$ cat config.mk
export PLATFORM = sky130hd
export DESIGN_NAME = alu_mdu
export DESIGN_NICKNAME = d
export VERILOG_FILES = /design/src/rtl/alu_pkg.sv /design/src/rtl/alu_mdu_div_iter.sv /design/src/rtl/alu_mdu.sv
export SDC_FILE = /design/constraint.sdc
export NUM_CORES = 2
export LEC_CHECK = 0
export CORE_AREA = 2 2 413 415
export DETAILED_ROUTE_END_ITERATION = 6
export DIE_AREA = 0 0 415 417
export GPL_ROUTABILITY_DRIVEN = 0
export PLACE_DENSITY = 0.54
export SLEW_MARGIN = 20
export SYNTH_ARGS = -nofsm -noshare
export SYNTH_HDL_FRONTEND = slang
export SYNTH_SLANG_ARGS = --single-unit
$ cat constraint.sdc
create_clock -name clk -period 15.3 [get_ports clk]
set_input_delay 3.06 -clock clk [delete_from_list [all_inputs] [get_ports clk]]
set_output_delay 3.06 -clock clk [all_outputs]
set_load 0.02 [all_outputs]
$ cat src/rtl/alu_pkg.sv
// Shared op codes, M-extension funct3 encoding, FSM states and special divide results
// for the alu_mdu execute unit.
package alu_pkg;
   localparam logic [3:0] ALU_ADD  = 4'b0000;
   localparam logic [3:0] ALU_PASS = 4'b0001;
   localparam logic [3:0] ALU_AND  = 4'b0010;
   localparam logic [3:0] ALU_OR   = 4'b0011;
   localparam logic [3:0] ALU_XOR  = 4'b0100;
   localparam logic [3:0] ALU_SLL  = 4'b0101;
   localparam logic [3:0] ALU_SRL  = 4'b0110;
   localparam logic [3:0] ALU_SRA  = 4'b0111;
   localparam logic [3:0] ALU_BEQ  = 4'b1000;
   localparam logic [3:0] ALU_BNE  = 4'b1001;
   localparam logic [3:0] ALU_SUB  = 4'b1010;
   localparam logic [3:0] ALU_DIFF = 4'b1011;
   localparam logic [3:0] ALU_SLT  = 4'b1100;
   localparam logic [3:0] ALU_BGE  = 4'b1101;
   localparam logic [3:0] ALU_SLTU = 4'b1110;
   localparam logic [3:0] ALU_BGEU = 4'b1111;

   typedef enum logic [2:0] {
      F3_MUL, F3_MULH, F3_MULHSU, F3_MULHU, F3_DIV, F3_DIVU, F3_REM, F3_REMU
   } m_funct_e;

   typedef enum logic [1:0] {IDLE, MUL, DIV} state_e;

   // Sliced down to the datapath width at the point of use (W <= 64).
   localparam int SPEC_MAX_W = 64;
   localparam logic [SPEC_MAX_W-1:0] DIVZ_QUO = '1;
   localparam logic [SPEC_MAX_W-1:0] OVF_REM  = '0;
endpackage

$ cat src/rtl/alu_mdu_div_iter.sv
// Iterative unsigned restoring divider: one quotient bit per cycle, W cycles.
// The first step is taken on the start cycle straight from the operands.
module div_iter #(
   parameter int W = 32
) (
   input  logic         clk,
   input  logic         rst,
   input  logic         start,
   input  logic [W-1:0] dividend,
   input  logic [W-1:0] divisor,
   output logic         done,
   output logic [W-1:0] quo,
   output logic [W-1:0] rem
);
   localparam int CW = $clog2(W + 1);

   logic [W-1:0]  d_q, src_q, src_r, src_d, nxt_r;
   logic [W:0]    r_sh, trial;
   logic [CW-1:0] cnt;
   logic          run, take;

   always_comb begin
      src_q = start ? dividend : quo;
      src_r = start ? '0 : rem;
      src_d = start ? divisor : d_q;
      r_sh  = {src_r, src_q[W-1]};
      trial = r_sh - {1'b0, src_d};
      // No borrow means the shifted remainder covers the divisor.
      take  = !trial[W];
      nxt_r = take ? trial[W-1:0] : r_sh[W-1:0];
   end

   always_ff @(posedge clk) begin
      if (rst) begin
         run  <= 1'b0;
         done <= 1'b0;
         cnt  <= '0;
         quo  <= '0;
         rem  <= '0;
         d_q  <= '0;
      end else begin
         done <= 1'b0;
         if (start) begin
            quo <= {src_q[W-2:0], take};
            rem <= nxt_r;
            d_q <= divisor;
            cnt <= CW'(1);
            run <= 1'b1;
         end else if (run) begin
            quo <= {src_q[W-2:0], take};
            rem <= nxt_r;
            cnt <= cnt + CW'(1);
            if (cnt == CW'(W - 1)) begin
               run  <= 1'b0;
               done <= 1'b1;
            end
         end
      end
   end
endmodule

$ cat src/rtl/alu_mdu.sv
// Execute-stage ALU with RV32M multiply/divide: base ops return next cycle,
// MUL* after MUL_LAT cycles, DIV*/REM* after W+1 cycles, all behind valid/ready.
module alu_mdu
   import alu_pkg::*;
#(
   parameter int W       = 32,
   parameter int MUL_LAT = 2
) (
   input  logic         clk,
   input  logic         rst,
   input  logic         in_valid,
   output logic         in_ready,
   input  logic         md_sel,
   input  logic [3:0]   ALUctrl,
   input  logic [W-1:0] N1,
   input  logic [W-1:0] N2,
   output logic         out_valid,
   input  logic         out_ready,
   output logic [W-1:0] out,
   output logic         flag,
   output logic         busy
);
   localparam int SHW = $clog2(W);
   localparam logic [1:0] MUL_LAST = 2'(MUL_LAT > 1 ? MUL_LAT - 2 : 0);
   localparam int MUL_RD = MUL_LAT > 1 ? MUL_LAT - 2 : 0;

   state_e state, state_nxt;
   logic   accept;

   assign in_ready = (state == IDLE) && (!out_valid || out_ready);
   assign accept   = in_valid && in_ready;
   assign busy     = (state != IDLE);

   // Base ALU
   logic [W:0]     sub_full;
   logic [W-1:0]   diff, alu_res;
   logic [SHW-1:0] sh;
   logic           c_flag, z_flag, s_flag, v_flag, lt, alu_flag;

   assign sub_full = {1'b0, N1} + {1'b0, ~N2} + {{W{1'b0}}, 1'b1};
   assign diff     = sub_full[W-1:0];
   assign c_flag   = sub_full[W];
   assign z_flag   = (diff == '0);
   assign s_flag   = diff[W-1];
   assign v_flag   = (N1[W-1] != N2[W-1]) && (diff[W-1] != N1[W-1]);
   assign lt       = s_flag ^ v_flag;
   assign sh       = N2[SHW-1:0];

   always_comb begin
      alu_res  = diff;
      alu_flag = 1'b1;
      case (ALUctrl)
         ALU_ADD:  alu_res = N1 + N2;
         ALU_PASS: alu_res = N2;
         ALU_AND:  alu_res = N1 & N2;
         ALU_OR:   alu_res = N1 | N2;
         ALU_XOR:  alu_res = N1 ^ N2;
         ALU_SLL:  alu_res = N1 << sh;
         ALU_SRL:  alu_res = N1 >> sh;
         ALU_SRA:  alu_res = $signed(N1) >>> sh;
         ALU_BEQ:  alu_flag = z_flag;
         ALU_BNE:  alu_flag = !z_flag;
         ALU_SUB:  alu_flag = 1'b0;
         ALU_DIFF: alu_flag = 1'b1;
         ALU_SLT:  begin alu_flag = lt;      alu_res = {{(W-1){1'b0}}, lt};      end
         ALU_BGE:  alu_flag = !lt;
         ALU_SLTU: begin alu_flag = !c_flag; alu_res = {{(W-1){1'b0}}, !c_flag}; end
         ALU_BGEU: alu_flag = c_flag;
         default:  ;
      endcase
   end

   // Multiplier: full 2W product, then a MUL_LAT-1 stage delay pipe
   m_funct_e     f3;
   logic [2*W-1:0] a_ext, b_ext, prod;
   logic [W-1:0] mul_res;
   logic [W-1:0] mul_pipe [MUL_LAT];
   logic [1:0]   mul_cnt;

   assign f3      = m_funct_e'(ALUctrl[2:0]);
   assign a_ext   = (f3 == F3_MULH || f3 == F3_MULHSU) ? {{W{N1[W-1]}}, N1} : {{W{1'b0}}, N1};
   assign b_ext   = (f3 == F3_MULH) ? {{W{N2[W-1]}}, N2} : {{W{1'b0}}, N2};
   assign prod    = a_ext * b_ext;
   assign mul_res = (f3 == F3_MUL) ? prod[W-1:0] : prod[2*W-1:W];

   always_ff @(posedge clk) begin
      mul_pipe[0] <= mul_res;
      for (int i = 1; i < MUL_LAT; i++) mul_pipe[i] <= mul_pipe[i-1];
   end

   // Divider: sign handling and special cases around the unsigned iterator
   logic         div_signed, div_rem, div_zero, div_ovf, div_sp, div_start, div_done;
   logic         neg_q, neg_r, rem_sel;
   logic [W-1:0] a_mag, b_mag, spec_res, d_quo, d_rem, div_fix;

   assign div_signed = !ALUctrl[0];
   assign div_rem    = ALUctrl[1];
   assign div_zero   = (N2 == '0);
   assign div_ovf    = div_signed && (N1 == {1'b1, {(W-1){1'b0}}}) && (N2 == '1);
   assign div_sp     = div_zero || div_ovf;
   assign spec_res   = div_rem ? (div_zero ? N1 : OVF_REM[W-1:0])
                               : (div_zero ? DIVZ_QUO[W-1:0] : N1);
   assign a_mag      = (div_signed && N1[W-1]) ? -N1 : N1;
   assign b_mag      = (div_signed && N2[W-1]) ? -N2 : N2;
   assign div_start  = accept && md_sel && ALUctrl[2] && !div_sp;
   assign div_fix    = rem_sel ? (neg_r ? -d_rem : d_rem) : (neg_q ? -d_quo : d_quo);

   div_iter #(.W(W)) u_div (
      .clk(clk), .rst(rst), .start(div_start), .dividend(a_mag), .divisor(b_mag),
      .done(div_done), .quo(d_quo), .rem(d_rem)
   );

   always_ff @(posedge clk) begin
      if (rst) state <= IDLE;
      else     state <= state_nxt;
   end

   always_comb begin
      state_nxt = state;
      case (state)
         IDLE: if (accept && md_sel) begin
            if (!ALUctrl[2]) begin
               if (MUL_LAT > 1) state_nxt = MUL;
            end else if (!div_sp) state_nxt = DIV;
         end
         MUL:     if (mul_cnt == MUL_LAST) state_nxt = IDLE;
         DIV:     if (div_done) state_nxt = IDLE;
         default: state_nxt = IDLE;
      endcase
   end

   always_ff @(posedge clk) begin
      if (rst) begin
         out_valid <= 1'b0;
         out       <= '0;
         flag      <= 1'b0;
         mul_cnt   <= '0;
         neg_q     <= 1'b0;
         neg_r     <= 1'b0;
         rem_sel   <= 1'b0;
      end else begin
         if (out_valid && out_ready) out_valid <= 1'b0;
         mul_cnt <= (state == MUL) ? mul_cnt + 2'd1 : 2'd0;
         if (accept) begin
            if (!md_sel) begin
               out <= alu_res; flag <= alu_flag; out_valid <= 1'b1;
            end else if (!ALUctrl[2]) begin
               if (MUL_LAT == 1) begin out <= mul_res; flag <= 1'b1; out_valid <= 1'b1; end
            end else if (div_sp) begin
               out <= spec_res; flag <= 1'b1; out_valid <= 1'b1;
            end else begin
               neg_q   <= div_signed && (N1[W-1] ^ N2[W-1]);
               neg_r   <= div_signed && N1[W-1];
               rem_sel <= div_rem;
            end
         end
         if (state == MUL && mul_cnt == MUL_LAST) begin
            out <= mul_pipe[MUL_RD]; flag <= 1'b1; out_valid <= 1'b1;
         end
         if (state == DIV && div_done) begin
            out <= div_fix; flag <= 1'b1; out_valid <= 1'b1;
         end
      end
   end
endmodule

==> results.py <==
metrics = {
    "global_route": {
        "grt_max_degree": 158,
        "antenna_found_initial": 16,
        "first_global_vias": 61446,
        "track_usage": 0.3359,
        "overflow": 0,
        "grt_pass1_wl_um": 423600,
    },
    "floorplan": {
        "die_area_mm2": 0.1731,
        "core_mm2": 0.1685,
        "num_rows": 151,
        "die_w_um": 415,
        "io_pins": 109,
        "die_height_um": 417,
        "floorplan.initialDensity": 0.3986,
    },
    "critical_path": {
        "startpoint_type": "input port",
        "path_max_fanout": 6,
        "cp.arrival_ns": 13.79,
        "cp_slowest_stage_delay_ns": 0.81,
        "worst_path_most_repeated_cell": "fa_1",
        "end_kind": "register",
        "criticalPathCategory": "input port to register",
        "cpMaxStageDelayCell": "fa_1",
        "required_ns": 15.72,
    },
    "synth": {
        "synth_compound_area_frac": 0.1093,
        "ys_seq_area_frac": 0.05275,
        "synth-simple-area-share": 0.1378,
        "synth_nets": 9867,
        "synth_warnings": 0,
        "synth-async-reset-ratio": 0,
        "synth-xor-area-share": 0.03977,
        "synth-adder-area-share": 0.5108,
        "synth_ff_type": "dfxtp_1",
        "syn_area_per_cell_um2": 8.474,
        "syn_area_mm2": 0.06717,
        "synth_top_family_by_area": "adder cells",
        "synth_cell_type_count": 91,
        "syn_inst": 7927,
        "synth_seq_cells": 177,
        "synth-edff-count": 0,
        "synthMuxAreaShare": 0.03181,
    },
    "cts": {
        "clock_latency_ns": 0.51,
        "post_cts.repair.setup_buffers": 0,
        "root_buffer": "clkbuf_16",
        "postCtsHoldBufs": 0,
        "ctsResizeCount": 0,
        "cts.sink_count": 177,
        "clk_pin_slew_ns": 0.08,
        "cts_tree": "built",
        "htree_num_levels": 4,
        "cts-buffers-inserted": 17,
        "clockBufferDepth": 2,
    },
    "cells_and_area": {
        "drive_above_1_share": 0.05028,
        "final_cell_mix": "inv_1, fa_1, nand2_1",
        "layout.nets": 9684,
        "areaGrowthSynthToFinish_pct": 5.687,
        "n_fill_cell": 16914,
        "final_common_cell": "inv_1",
    },
    "route": {
        "drc": 10,
        "drt-initial-drc-count": 6866,
        "dr.pass1.iters": 7,
        "wl_um": 287300,
        "wl_per_cell_um": 28.77,
        "postRouteAntennaNets": 0,
        "drt-vias-per-instance": 5.898,
        "num_vias": 58902,
    },
    "outcome": {
        "outcome": "complete, but fails checks",
        "violations": "DRC",
    },
    "placed_design": {
        "dp_hpwl_um": 223800,
        "portBuffers": 108,
    },
    "timing": {
        "rsz0062_at_grt": "no",
        "fin_crit_sh": 0.8738,
        "fmax_ghz": 0.07479,
        "drv_slew": 0,
        "setup_viol_count_final": 0,
        "worst_pin_slew_ns": 1.117,
        "hold_viol": 0,
        "maxSlewHeadroom": 0.2544,
        "setup-tns-final_ns": 0,
        "min_period_ns": 13.37,
        "finClkSkew_ns": 0.01122,
    },
    "job": {
        "cap_violations": 0,
    },
    "hold_path": {
        "hold_class": "register to register",
    },
}
==> per-layer routing <==
layer | wire, um | track usage | part of all wire
met2 | 126100 | 0.5183 | 0.44
met3 | 31560 | 0.09483 | 0.11
met5 | 215 | 0.005835 | 0.00075
met1 | 107200 | 0.4145 | 0.37
met4 | 22180 | 0.2109 | 0.077
==> stage by stage <==
step	cell area [um^2]	util	setup slack [ns]	cells	hold WS (ns)
2_1_floorplan	67170	-	2.276	7927	0.3985
3_3_place_gp	70310	0.4172	1.275	9943	0.4110
3_5_place_dp	70310	0.4172	1.198	9943	0.4203
4_1_cts	70950	0.4210	1.713	9975	0.4317
5_1_grt	70970	0.4211	1.451	9975	0.4531
6_report	70990	0.4213	1.930	9986	0.4297
==> flip-flops by register name (all words and copies together), names as in the netlist <==
name and count:
out 32, mul_cnt 2, u_div.done 1, mul_pipe 32
u_div.d_q 32, neg_q 1, u_div.run 1, out_valid 1
rem_sel 1, flag 1, u_div.quo 32, u_div.cnt 6
u_div.rem 32, neg_r 1, state 2
==> cells by family after synthesis <==
group / after synthesis
AND/OR/NAND/NOR: 2199
buffers and inverters: 2093
adder cells (fa/ha/maj): 1894
AO/OA/AOI/OAI: 1126
XOR/XNOR: 305
flip-flops: 177
multiplexers: 133
==> synth_stat cells (26+ instances only) <==
master	n	area (um^2)
a211oi_1	91	683.2
a21o_1	79	593.1
a21oi_1	322	1612
a221oi_1	32	280.3
a31oi_1	30	187.7
and2_1	46	287.8
buf_1	90	337.8
buf_2	30	150.1
clkbuf_1	358	1344
dfxtp_1	177	3543
fa_1	1423	28490
ha_1	444	5555
inv_1	1592	5976
maj3_1	27	270.3
mux2i_1	65	650.6
mux4_2	64	1441
nand2_1	938	3521
nand2b_1	31	193.9
nand3_1	80	400.4
nand4_1	30	187.7
nor2_1	829	3112
nor3_1	72	360.4
nor4_1	34	212.7
o211ai_1	29	217.7
o21ai_0	227	1136
o21bai_1	26	195.2
o31ai_1	41	307.8
or3_1	27	168.9
xnor2_1	225	1971
xor2_1	80	700.7
==> cell type report <==
class                      count  area [um^2]  share of cell area
multi-input combinational   5657        55770              0.7856
tap                         2218         2775             0.03909
sequential                   177         3546             0.04995
clock inverter                14        198.9            0.002802
clock buffer                  18        439.2            0.006186
inverter                    1609         6040             0.08507
timing repair buffer         282         2195             0.03091
antenna                       11        27.53           0.0003877
==> critical path, delay by kind of cell <==
family	cells	cell delay, ns
adders and majority gates	11	5.74
AOI/OAI and AO/OA	11	2.82
buffers and inverters	8	1.16
and+or+nand+nor	2	0.76
xor gates and xnor gates	1	0.21
==> final timing paths <==
| path | from | to | slack [ns] | cells past startpoint |
|---|---|---|---|---|
| max reg2reg | state[1] | u_div.rem[29] | 8.26 | 19 |
| max | ALUctrl[0] | mul_pipe[0][30] | 1.93 | 33 |
| min reg2reg | mul_cnt[0] | mul_cnt[0] | 0.43 | 1 |
| min | mul_cnt[0] | mul_cnt[0] | 0.43 | 1 |
Power is left out: the tool's default activity adds up to more than one toggle a clock period on the data nets, which glitch-free logic cannot reach.
